File: config.mk
export PLATFORM = sky130hd
export DESIGN_NAME = mole_scheduler_flat
export DESIGN_NICKNAME = d
export VERILOG_FILES = /design/src/rtl/mole_scheduler_if.sv /design/src/rtl/mole_scheduler.sv /design/src/flat_wrapper.sv
export SDC_FILE = /design/constraint.sdc
export NUM_CORES = 1
export LEC_CHECK = 0
export BUFFER_PORTS_ARGS = -buffer_cell sky130_fd_sc_hd__buf_2
export CORE_UTILIZATION = 45
export DETAILED_ROUTE_END_ITERATION = 16
export PLACE_DENSITY = 0.6
export SETUP_SLACK_MARGIN = 0.4
export SYNTH_ARGS = -nofsm -noshare
export SYNTH_HDL_FRONTEND = slang
export SYNTH_SLANG_ARGS = --single-unit
File: constraint.sdc
create_clock -name clk -period 8.67 [get_ports clk]
set_input_delay 2.1675 -clock clk [delete_from_list [all_inputs] [get_ports clk]]
set_output_delay 2.1675 -clock clk [all_outputs]
set_load 0.01 [all_outputs]
File: src/rtl/mole_scheduler_if.sv
// Handshake bundle between the mole scheduler and its environment.
//   start      : round enable level (high = play)
//   pause      : freeze request from the round timer
//   difficulty : level 0-3, sampled when a round starts
//   tap        : debounced per-hole tap levels
//   holes      : mask of currently raised moles
//   hits       : one-cycle mask of raised moles that were tapped
//   misses     : one-cycle mask of taps on empty holes
//   escapes    : one-cycle mask of moles whose dwell ran out
//   active     : number of raised moles
// master = game/test side, slave = mole_scheduler.
interface mole_scheduler_if;
  logic       start;
  logic       pause;
  logic [1:0] difficulty;
  logic [7:0] tap;
  logic [7:0] holes;
  logic [7:0] hits;
  logic [7:0] misses;
  logic [7:0] escapes;
  logic [2:0] active;

  modport master (
    output start, pause, difficulty, tap,
    input  holes, hits, misses, escapes, active
  );

  modport slave (
    input  start, pause, difficulty, tap,
    output holes, hits, misses, escapes, active
  );
endinterface

File: src/rtl/mole_scheduler.sv
// Whack-a-mole sequencer: decides when and where moles appear, how long they
// stay up, and turns taps / timeouts into hit, miss and escape pulses.
// Ports:
//   clk : system clock
//   rst : synchronous active-high reset
//   bus : mole_scheduler_if.slave (start, pause, difficulty, tap in;
//         holes, hits, misses, escapes, active out)
// Parameters:
//   TICK_DIV : clocks per 1 ms tick
//   SEED     : nonzero LFSR reset value
// Build option:
//   MOLE_SCHED_FIXED_SEQ_EN : when defined, holes are picked by a round-robin
//   pointer instead of the LFSR (deterministic bring-up sequence).
module mole_scheduler #(
  parameter int unsigned TICK_DIV = 100000,
  parameter logic [7:0]  SEED     = 8'hA5
) (
  input logic             clk,
  input logic             rst,
  mole_scheduler_if.slave bus
);

  localparam int unsigned      TickW   = (TICK_DIV > 1) ? $clog2(TICK_DIV) : 1;
  localparam logic [TickW-1:0] TickMax = TickW'(TICK_DIV - 1);

  typedef enum logic [1:0] {StIdle, StRun, StSearch, StPaused} state_e;

  function automatic logic [10:0] spawn_ms(input logic [1:0] d);
    unique case (d)
      2'd0: return 11'd1000;
      2'd1: return 11'd700;
      2'd2: return 11'd450;
      default: return 11'd250;
    endcase
  endfunction

  function automatic logic [10:0] dwell_ms(input logic [1:0] d);
    unique case (d)
      2'd0: return 11'd1200;
      2'd1: return 11'd800;
      2'd2: return 11'd500;
      default: return 11'd300;
    endcase
  endfunction

  state_e            state_q, state_d;
  logic [1:0]        diff_q, diff_d;
  logic [TickW-1:0]  tick_cnt_q, tick_cnt_d;
  logic [10:0]       spawn_q, spawn_d;
  logic [7:0][10:0]  dwell_q, dwell_d;
  logic [7:0]        holes_q, holes_d;
  logic [7:0]        hits_q, hits_d;
  logic [7:0]        misses_q, misses_d;
  logic [7:0]        escapes_q, escapes_d;
  logic [7:0]        tap_q, tap_prev_q;
  logic [2:0]        idx_q, idx_d;
  logic [2:0]        active;
  logic [2:0]        max_up;
  logic [2:0]        cand;
  logic [7:0]        tap_edge;
  logic              tick;

`ifdef MOLE_SCHED_FIXED_SEQ_EN
  logic [2:0] rr_q, rr_d;
  assign cand = rr_q;
`else
  logic [7:0] lfsr_q, lfsr_d;
  assign cand = lfsr_q[2:0];
`endif

  assign tap_edge = tap_q & ~tap_prev_q;
  assign max_up   = 3'(diff_q) + 3'd1;

  always_comb begin
    active = '0;
    for (int i = 0; i < 8; i++) active = active + 3'(holes_q[i]);
  end

  always_comb begin
    state_d    = state_q;
    diff_d     = diff_q;
    tick_cnt_d = tick_cnt_q;
    spawn_d    = spawn_q;
    dwell_d    = dwell_q;
    holes_d    = holes_q;
    idx_d      = idx_q;
    hits_d     = '0;
    misses_d   = '0;
    escapes_d  = '0;
    tick       = 1'b0;
`ifdef MOLE_SCHED_FIXED_SEQ_EN
    rr_d       = rr_q;
`else
    lfsr_d     = lfsr_q;
`endif

    if (!bus.start) begin
      state_d    = StIdle;
      holes_d    = '0;
      dwell_d    = '0;
      tick_cnt_d = '0;
    end else begin
      unique case (state_q)
        StIdle: begin
          state_d    = StRun;
          diff_d     = bus.difficulty;
          tick_cnt_d = '0;
          spawn_d    = spawn_ms(bus.difficulty);
        end
        StPaused: begin
          if (!bus.pause) state_d = StRun;
        end
        StRun, StSearch: begin
          // Pause freezes everything from this cycle on, including the LFSR.
          if (state_q == StRun && bus.pause) begin
            state_d = StPaused;
          end else begin
            tick       = (tick_cnt_q == TickMax);
            tick_cnt_d = tick ? '0 : tick_cnt_q + 1'b1;
            hits_d     = tap_edge & holes_q;
            misses_d   = tap_edge & ~holes_q;
            holes_d    = holes_q & ~tap_edge;
            // A tapped hole is a hit even if its dwell would expire now.
            for (int i = 0; i < 8; i++) begin
              if (holes_q[i] && !tap_edge[i] && tick) begin
                dwell_d[i] = dwell_q[i] - 11'd1;
                if (dwell_q[i] == 11'd1) begin
                  holes_d[i]   = 1'b0;
                  escapes_d[i] = 1'b1;
                end
              end
            end
            if (tick && spawn_q != '0) spawn_d = spawn_q - 11'd1;
`ifndef MOLE_SCHED_FIXED_SEQ_EN
            lfsr_d = {lfsr_q[6:0], lfsr_q[7] ^ lfsr_q[5] ^ lfsr_q[4] ^ lfsr_q[3]};
`endif
            if (state_q == StRun) begin
              if (spawn_q == '0 && active < max_up) begin
                state_d = StSearch;
                idx_d   = cand;
              end
            end else if (!holes_q[idx_q]) begin
              // A tap edge on this hole already counted as a miss above.
              holes_d[idx_q] = 1'b1;
              dwell_d[idx_q] = dwell_ms(diff_q);
              spawn_d        = spawn_ms(diff_q);
              state_d        = StRun;
`ifdef MOLE_SCHED_FIXED_SEQ_EN
              rr_d           = idx_q + 3'd1;
`endif
            end else begin
              idx_d = idx_q + 3'd1;
            end
          end
        end
        default: state_d = StIdle;
      endcase
    end
  end

  always_ff @(posedge clk) begin
    if (rst) begin
      state_q    <= StIdle;
      diff_q     <= '0;
      tick_cnt_q <= '0;
      spawn_q    <= '0;
      dwell_q    <= '0;
      holes_q    <= '0;
      hits_q     <= '0;
      misses_q   <= '0;
      escapes_q  <= '0;
      tap_q      <= '0;
      tap_prev_q <= '0;
      idx_q      <= '0;
`ifdef MOLE_SCHED_FIXED_SEQ_EN
      rr_q       <= '0;
`else
      lfsr_q     <= SEED;
`endif
    end else begin
      state_q    <= state_d;
      diff_q     <= diff_d;
      tick_cnt_q <= tick_cnt_d;
      spawn_q    <= spawn_d;
      dwell_q    <= dwell_d;
      holes_q    <= holes_d;
      hits_q     <= hits_d;
      misses_q   <= misses_d;
      escapes_q  <= escapes_d;
      tap_q      <= bus.tap;
      tap_prev_q <= tap_q;
      idx_q      <= idx_d;
`ifdef MOLE_SCHED_FIXED_SEQ_EN
      rr_q       <= rr_d;
`else
      lfsr_q     <= lfsr_d;
`endif
    end
  end

  assign bus.holes   = holes_q;
  assign bus.hits    = hits_q;
  assign bus.misses  = misses_q;
  assign bus.escapes = escapes_q;
  assign bus.active  = active;

endmodule

File: src/flat_wrapper.sv
// flat-port wrapper written by rule: the top's interface ports become plain ports
module mole_scheduler_flat 
#(
  parameter int unsigned TICK_DIV = 100000,
  parameter logic [7:0]  SEED     = 8'hA5
)
  (clk, rst, bus_start, bus_pause, bus_difficulty, bus_tap, bus_holes, bus_hits, bus_misses, bus_escapes, bus_active);
  mole_scheduler_if bus_i ();
  input logic clk;
  input logic rst;
  input wire logic [$bits(bus_i.start)-1:0] bus_start;
  input wire logic [$bits(bus_i.pause)-1:0] bus_pause;
  input wire logic [$bits(bus_i.difficulty)-1:0] bus_difficulty;
  input wire logic [$bits(bus_i.tap)-1:0] bus_tap;
  output wire logic [$bits(bus_i.holes)-1:0] bus_holes;
  output wire logic [$bits(bus_i.hits)-1:0] bus_hits;
  output wire logic [$bits(bus_i.misses)-1:0] bus_misses;
  output wire logic [$bits(bus_i.escapes)-1:0] bus_escapes;
  output wire logic [$bits(bus_i.active)-1:0] bus_active;
  assign bus_i.start = bus_start;
  assign bus_i.pause = bus_pause;
  assign bus_i.difficulty = bus_difficulty;
  assign bus_i.tap = bus_tap;
  assign bus_holes = bus_i.holes;
  assign bus_hits = bus_i.hits;
  assign bus_misses = bus_i.misses;
  assign bus_escapes = bus_i.escapes;
  assign bus_active = bus_i.active;
  mole_scheduler #(.TICK_DIV(TICK_DIV), .SEED(SEED)) u_core (.clk(clk), .rst(rst), .bus(bus_i));
endmodule
Word-level counts from Yosys, hierarchy flattened

Cells that the tools add are included.

Register bits after elaboration: 179
Bits of input ports: 14
Output and inout bits: 35
Logic and storage cells: 261

$add $sub $neg: 19
Order comparisons: 3
Eq/ne operators: 21
Multiplexer cells: 116
Bitwise gates (word level): 22
Reductions and logical operators: 53

Operator list:

| kind                                                                  | number |
|---|---|
| 11-bit two-way mux                                                    | 42 |
| 88-bit two-way mux                                                    | 2 |
| 11-bit by 1-bit subtractor with 11-bit output (second input constant) | 9 |
| 88-bit bitwise mux                                                    | 1 |
| 11-bit by 1-bit == test with 1-bit output (second input constant)     | 8 |
| 10-bit one-hot mux with 3 select lines                                | 2 |
| 1-bit two-way mux                                                     | 50 |
| 5-bit OR reduction                                                    | 8 |
| 17-bit two-way mux                                                    | 2 |
| 17-bit one-hot mux with 2 select lines                                | 1 |
| 11-bit demux with 3-bit select                                        | 1 |
| 11-bit one-hot mux with 3 select lines                                | 1 |
| 8-bit AND                                                             | 4 |
| 8-bit inverter                                                        | 3 |
| 11-bit one-hot mux with 2 select lines                                | 1 |
| 1-bit logical AND                                                     | 20 |
| 3-bit by 1-bit adder with 3-bit output                                | 6 |
| 17-bit by 1-bit adder with 17-bit output (second input constant)      | 1 |
| 17-bit == test (second input constant)                                | 1 |
| 8-bit two-way mux                                                     | 2 |
| 11-bit zero test                                                      | 1 |
| 1-bit inverter                                                        | 11 |
| 11-bit nonzero test                                                   | 1 |
| 2-bit two-way mux                                                     | 5 |
| 25 further kinds                                                      | 51 |

Logic depth before layout (Yosys ltp)

Gate-level depths: netlist of the first run.

Depth after elaboration: 13
Gate-level depth with buffers: 16
Gate-level depth less buffers: 16

Worst setup path after synthesis of the first run

Ideal clock, no wire load.

Kind: reg-to-output
From: register u_core.holes_q[0] (netlist: u_core.bus.holes[0])
To: output bus_active[1]
Arrival: 2648 ps
Required time: 6503 ps
Path slack: 3854 ps
Cell stages (with the launch flop): 10
Buffers on the path: 0
Path through: dfxtp_1 ha_1 inv_1 fa_1 fa_1 inv_1 fa_1 inv_1 fa_1 inv_1

Longest elaborated chain between the ends: 7

Ends and longest elaborated chain:

| what                                                | RTL line              | text |
|---|---|---|
| start, declared                                     | mole_scheduler.sv:51  | `logic [7:0] holes_q, holes_d;` |
| start signal, assigned                              | mole_scheduler.sv:186 | `holes_q <= holes_d;` |
| 1-bit by 1-bit adder with 2-bit output              | mole_scheduler.sv:76  | `for (int i = 0; i < 8; i++) active = active + 3'(holes_q[i]);` |
| 3-bit by 1-bit adder with 3-bit output (6 in a row) | mole_scheduler.sv:76  |  |
| end, declared                                       | flat_wrapper.sv:19    | `output wire logic [$bits(bus_i.active)-1:0] bus_active;` |

Every way passes these cells.

Worst setup path in the final report of the first run

From: register u_core.holes_q[1] (netlist: u_core.bus.holes[1])
To: output bus_active[1]

Same word-level chain as after synthesis.

==> metrics.md, run 1 <==
| Metric | Value |
|---|---|
| Core area | `roughly 0.021 mm2` |
| CP max-delay cell | `dfxtp_1` |
| Worst slew margin | `about a quarter` |
| Sequential share of power | `47.8%` |
| Pins Over Slew Limit | `0` |
| Reg2Reg Setup Slack | `4.41 ns` |
| Combinational group share of total power | `under 10%` |
| Critical path cell sequence | `ha_1, inv_1, fa_1, fa_1, inv_1, fa_1, inv_1, fa_1, inv_1, buf_2` |
| Critical Path Source Type | `register` |
| Mapped Nets | `1,269` |
| Worst path max stage delay | `0.51 ns` |
| Initial antenna violation count | `0` |
| Net Sw Frac | `27.7%` |
| Vias/cell | `6.12` |
| Critical path type | `register to output pin` |
| Worst slew pin tran | `1.14 ns` |
| Antenna diode count | `0` |
| Reg clk slew, reported paths | `0.07 ns` |
| EDFF count, synth | `0` |
| Sum of negative setup slack | `0 ns` |
| Final HPWL DP | `between 15,000 and 20,000 um` |
| Drt wl/cell | `19.2 um` |
| Crit Path Max Fanout | `11` |
| Fillers | `around 2,000` |
| Max Clk Rate | `183 MHz` |
| Critical Path RT | `roughly 6.5 ns` |
| Clock buffer count from CTS | `17` |
| Max-Cap Viols | `0` |
| Mapped cell area | `0.00969 mm2` |
| # nets final | `1,271` |
| Clk_skew | `between 0.01 and 0.015 ns` |
| Share of layout cells above drive strength 1 | `9.84%` |
| GR Util All Layers | `between 20% and 30%` |
| Clock network power share | `42.6%` |
| PortBufs | `48` |
| Power Density | `167 mW/mm2` |
| Post-CTS sizing | `0` |
| Netlist cell types | `78` |
| WL final | `28,900 um` |
| Clock Path Buffers | `2` |
| Hold Buf Count CTS | `0` |
| DRT Pass-1 Iters | `6` |
| Min-Delay Path Class | `register to register` |
| CP arrival | `around 3.3 ns` |
| NetSw | `around 490 uW` |
| First-pass GRT wire length | `45,000 um` |
| Leakage | `between 0.003 and 0.004 uW` |
| Cell count after synthesis | `1,216` |
| Skew-Pair Late Insertion Delay | `0.44 ns` |
| Sequential area share after synthesis | `a little under two fifths` |
| FFs w/ async S/R, synth | `0%` |
| Initial DRC Count | `roughly 840` |
| I/O pin count | `49` |
| Ys Warns | `0` |
| Setup violators final | `0` |
| Commonest non-fill, non-tap cell in the layout | `dfxtp_1` |
| Cell Rows | `53` |
| CP top delay family | `adder cells` |
| Synth-to-layout area growth | `10.0%` |
| CTS Root Cell | `clkbuf_16` |
| Most frequent cells in the layout | `dfxtp_1, nor2_1, nand2_1` |
| Synth Flop Type | `dfxtp_1` |
| # DRC | `0` |
| Tcrit/Tclk final | `63.0%` |
| GRT overflow | `0` |
| Outcome | `finished clean` |
| Total Power | `~1800 uW` |
| Avg Cell Area, Syn | `7.97 um2` |
| Gp weighted congestion | `0.862` |
| CP Capture Type | `output pin` |
| Worst VDD drop | `around 0.00011 V` |
| Initial Utilization | `~46%` |
| Via count | `9,205` |
| Die span in y | `149 um` |
| CTS tree | `done` |
| #FFs+latches synth | `179` |
| Number of global-route vias before repair | `approximately 8,300` |
| CTS sink cnt | `roughly 180` |
| DP Worst Slack | `3.66 ns` |
| P_int | `1290 uW` |
| Die footprint | `0.0221 mm2` |
| H-tree depth | `4` |
| Final Hold Fails | `0` |
| Final min period | `5.46 ns` |
| Worst Slack Setup Final | `3.21 ns` |
| DRT antenna net count | `0` |
| Largest net degree at the start of global routing | `56` |
| Setup repair after global routing missed its margin | `false` |
| Setup bufs post-CTS | `0` |
| CP bufs+invs | `5` |
| Die width | `149 um` |
[power by group through the flow]
stage / combinational (uW) / sequential, uW / clock (uW)
2_1_floorplan: 116 / 863 / 0
3_3_place_gp: 168 / 867 / 0
3_5_place_dp: 169 / 867 / 0
4_1_cts: 169 / 848 / 768
5_1_grt: 186 / 850 / 807
6_report: 170 / 849 / 758
[state kept, by name (all words and copies together) (netlist names)]
signal              flops
u_core.bus.escapes      8
u_core.lfsr_q           8
u_core.idx_q            3
u_core.dwell_q         88
u_core.bus.holes        8
u_core.diff_q           2
u_core.bus.hits         8
u_core.spawn_q         11
u_core.state_q          2
u_core.tap_q            8
u_core.bus.misses       8
u_core.tick_cnt_q      17
u_core.tap_prev_q       8
[final cells by class]
type / instances / area [um2] / area share [%]
timing repair buffer: 62 / 345 / 3.24
sequential: 179 / 3580 / 33.6
multi-input combinational: 905 / 5630 / 52.8
clock buffer: 18 / 429 / 4.03
clock inverter: 13 / 128 / 1.20
inverter: 53 / 199 / 1.87
tap: 275 / 344 / 3.23
[routing by layer]
metal	vias up	part of all wire, %	track usage (%)
met5	-	0	0
met4	0	2.9	10.1
met3	48	6.0	5.35
met2	323	47	42.5
met1	4365	44	34.5
li1	4469	-	-
[worst register-to-register path, cell delays in order (launching register included)]
cell and delay, ns:
dfxtp_1 0.51, ha_1 0.30, inv_1 0.07, fa_1 0.42
fa_1 0.49, inv_1 0.05, fa_1 0.34, inv_1 0.07
fa_1 0.40, inv_1 0.09, ha_1 0.22, o21ai_0 0.07
nand2b_1 0.09, a211oi_2 0.44, o2111ai_1 0.23, or2_0 0.27
a21oi_1 0.13
[cell usage after synthesis (4+ instances only)]
master	count	area, um2
a211oi_1	13	97.6
a21o_1	11	82.6
a21oi_1	84	420
a22o_1	5	43.8
a22oi_1	19	143
a311oi_1	8	70.1
a31oi_1	16	100
a32o_1	7	70.1
and2_1	6	37.5
and3_1	5	31.3
and4_1	4	35.0
buf_1	5	18.8
buf_2	5	25.0
clkbuf_1	69	259
dfxtp_1	179	3580
fa_1	4	80.1
ha_1	35	438
inv_1	53	199
mux2_2	5	56.3
mux2i_1	6	60.1
nand2_1	97	364
nand2b_1	18	113
nand3_1	39	195
nand3b_1	6	45.0
nand4_1	18	113
nand4b_1	4	35.0
nor2_1	103	387
nor2b_1	24	150
nor3_1	80	400
nor4_1	24	150
nor4b_1	4	35.0
o211ai_1	5	37.5
o21a_1	5	37.5
o21ai_0	91	455
o22ai_1	19	119
o2bb2ai_1	4	35.0
o31ai_1	10	75.1
o32ai_1	14	123
or2_2	4	25.0
or3_1	24	150
or4_1	12	90.1
xnor2_1	13	114
xor2_1	8	70.1
[cell families (layout without fill, tap and decap cells)]
group	Yosys count	in the layout	synth area share, %
xor gates and xnor gates	21	21	1.90
DFF	179	179	37.0
and+or+nand+nor	488	488	26.3
AOI/OAI and AO/OA	345	345	22.9
adders and majority gates	39	39	5.35
buffers and inverters	132	146	5.18
muxes	12	12	1.36
[final timing paths]
kind | start | to | depth (start not counted)
worst min register to register | u_core.lfsr_q[6]$_SDFFE_PP0P_ | u_core.lfsr_q[6]$_SDFFE_PP0P_ | 2
worst max register to register | u_core.bus.holes[1]$_SDFFE_PP0P_ | u_core.idx_q[2]$_SDFFE_PP0P_ | 16
worst min-delay path | u_core.lfsr_q[6]$_SDFFE_PP0P_ | u_core.lfsr_q[6]$_SDFFE_PP0P_ | 2
worst max-delay path | u_core.bus.holes[1]$_SDFFE_PP0P_ | bus_active[1] | 10
[per-stage QoR]
step | hold slack, ns | std cells | util (%) | area (um2)
6_report | 0.460 | 1505 | 50.6 | 10700
5_1_grt | 0.478 | 1505 | 50.6 | 10700
4_1_cts | 0.462 | 1505 | 50.6 | 10700
3_5_place_dp | 0.444 | 1474 | 47.9 | 10100
3_3_place_gp | 0.439 | 1474 | 47.9 | 10100
2_1_floorplan | 0.424 | 1216 | - | 9690
(Power assumes the default switching activity.)
==> inputs of run 2 (changes only) <==
- PLACE_DENSITY: 0.6 -> 0.62
- clock period: 8.67 -> 5 ns (I/O delays scaled with it)
==> metrics.md, run 2 (synthesized netlist as in run 1, its figures left out) <==
| Metric | Value |
|---|---|
| Setup bufs post-CTS | `0` |
| Pins Over Slew Limit | `0` |
| First-pass GRT wire length | `between 40,000 and 50,000 um` |
| Total Power | `around 3100 uW` |
| Commonest non-fill, non-tap cell in the layout | `dfxtp_1` |
| Sequential share of power | `between 40% and 50%` |
| Combinational group share of total power | `under 10%` |
| DR WL met3 | `1960 um` |
| Hold Buf Count CTS | `0` |
| Reg clk slew, reported paths | `0.07 ns` |
| I/O pin count | `49` |
| Outcome | `finished clean` |
| Min-Delay Path Class | `register to register` |
| Largest net degree at the start of global routing | `60` |
| Cell Rows | `53` |
| Sum of negative setup slack | `0 ns` |
| DR top layer | `met4` |
| Most frequent cells in the layout | `dfxtp_1, nor2_1, nand2_1` |
| Critical Path RT | `3.75 ns` |
| Skew-Pair Late Insertion Delay | `0.44 ns` |
| Vias/cell | `6.14` |
| Die footprint | `0.0221 mm2` |
| PortBufs | `between 40 and 50` |
| Share of layout cells above drive strength 1 | `9.86%` |
| Setup repair after global routing missed its margin | `false` |
| Final HPWL DP | `19,400 um` |
| Core area | `0.0211 mm2` |
| Clock network power share | `43.8%` |
| Antenna diode count | `0` |
| Gp weighted congestion | `0.875` |
| Initial DRC Count | `570` |
| Max Clk Rate | `225 MHz` |
| CTS Root Cell | `clkbuf_16` |
| DRT Pass-1 Iters | `7` |
| Worst VDD drop | `0.000209 V` |
| Synth-to-layout area growth | `10.4%` |
| Clk_skew | `0.0136 ns` |
| Number of global-route vias before repair | `8,399` |
| H-tree depth | `4` |
| # DRC | `0` |
| CTS sink cnt | `179` |
| WL met2 | `13,200 um` |
| Top reg by flops | `u_core.dwell_q` |
| Final Hold Fails | `0` |
| Via count | `around 9,200` |
| Initial antenna violation count | `0` |
| Power Density | `294 mW/mm2` |
| Metal-1 WL | `12,800 um` |
| Max FFs per register | `88` |
| Clock buffer count from CTS | `17` |
| Die width | `between 100 and 150 um` |
| Clock Path Buffers | `2` |
| Max-Cap Viols | `0` |
| Critical path type | `register to output pin` |
| Leakage | `about 0.0037 uW` |
| WL final | `28,800 um` |
| Critical Path Source Type | `register` |
| P_int | `between 2000 and 2500 uW` |
| Worst slew pin tran | `1.08 ns` |
| Top Registers | `u_core.dwell_q: 88 flops, u_core.tick_cnt_q: 17 flops, u_core.spawn_q: 11 flops` |
| Worst slew margin | `27.9%` |
| NetSw | `851 uW` |
| CP arrival | `3.20 ns` |
| Fillers | `2,037` |
| CP Capture Type | `output pin` |
| Die span in y | `149 um` |
| CTS tree | `done` |
| Crit Path Max Fanout | `11` |
| DRT antenna net count | `0` |
| GR Util All Layers | `26.7%` |
| Initial Utilization | `46.0%` |
| Drt wl/cell | `19.2 um` |
| GRT overflow | `0` |
| # nets final | `1,269` |
| Tcrit/Tclk final | `89.0%` |
| Net Sw Frac | `27.1%` |
| Setup violators final | `0` |
| Final min period | `4.45 ns` |
run 2: changes by cell type in the layout (fill, tap and decap cells not counted), sizes merged:
cell	previous run	this run
buf	62	60
clkinv	2	3
clkinvlp	5	2
bufinv	1	2
run 2: stage by stage:
step,instances,utilization [%],hold slack (ns),worst slack (ns),cell area (um2)
after floorplan,1216,-,0.424,1.04,9690
after global placement,1472,47.9,0.439,0.859,10100
after detailed placement,1472,47.9,0.448,0.744,10100
after CTS,1502,50.7,0.462,0.451,10700
after global routing,1502,50.7,0.480,0.404,10700
final,1502,50.7,0.456,0.548,10700
run 2: cell type report:
| class | instances | area, um2 | share of cell area (%) |
|---|---|---|---|
| multi-input cells | 905 | 5630 | 52.6 |
| flip-flops and latches | 179 | 3590 | 33.5 |
| clock buffers | 18 | 439 | 4.10 |
| repair buffers | 60 | 355 | 3.32 |
| well taps | 275 | 344 | 3.22 |
| inverters | 53 | 199 | 1.86 |
| clock inverters | 12 | 148 | 1.38 |
run 2: power groups by stage:
stage	Combinational (uW)	Sequential (uW)	Clock (uW)
final	295	1470	1380
after global routing	324	1470	1460
after CTS	292	1470	1400
after detailed placement	291	1500	0
after global placement	292	1500	0
after floorplan	202	1500	0
run 2: what timing repair did:
| item | CTS | global route |
|---|---|---|
| cloned | 0 | 0 |
| gates resized for setup | 1 | 3 |
| hold endpoints to repair | 0 | 0 |
| endpoints found under the setup margin | 1 | 2 |
run 2: per-layer routing:
layer  vias up  track usage, %
met4         0            9.34
li1       4477               -
met3        46            4.98
met1      4388            36.2
met5         -               0
met2       311            42.3
run 2: final timing paths:
path                                   endpoint  depth (start not counted)  slack [ns]                             start
setup / recovery                  bus_active[1]                         10        0.55  u_core.bus.holes[1]$_SDFFE_PP0P_
hold / removal    u_core.lfsr_q[6]$_SDFFE_PP0P_                          2        0.46     u_core.lfsr_q[6]$_SDFFE_PP0P_
setup reg to reg   u_core.idx_q[2]$_SDFFE_PP0P_                         16        0.91  u_core.bus.holes[1]$_SDFFE_PP0P_
hold reg to reg   u_core.lfsr_q[6]$_SDFFE_PP0P_                          2        0.46     u_core.lfsr_q[6]$_SDFFE_PP0P_
run 2: worst max-delay path, stage by stage, from the launching register on:
cell     delay (ns)
dfxtp_4        0.38
ha_1           0.27
inv_1          0.05
fa_1           0.44
fa_1           0.50
inv_1          0.05
fa_1           0.36
inv_1          0.08
fa_1           0.41
inv_1          0.09
buf_2          0.13
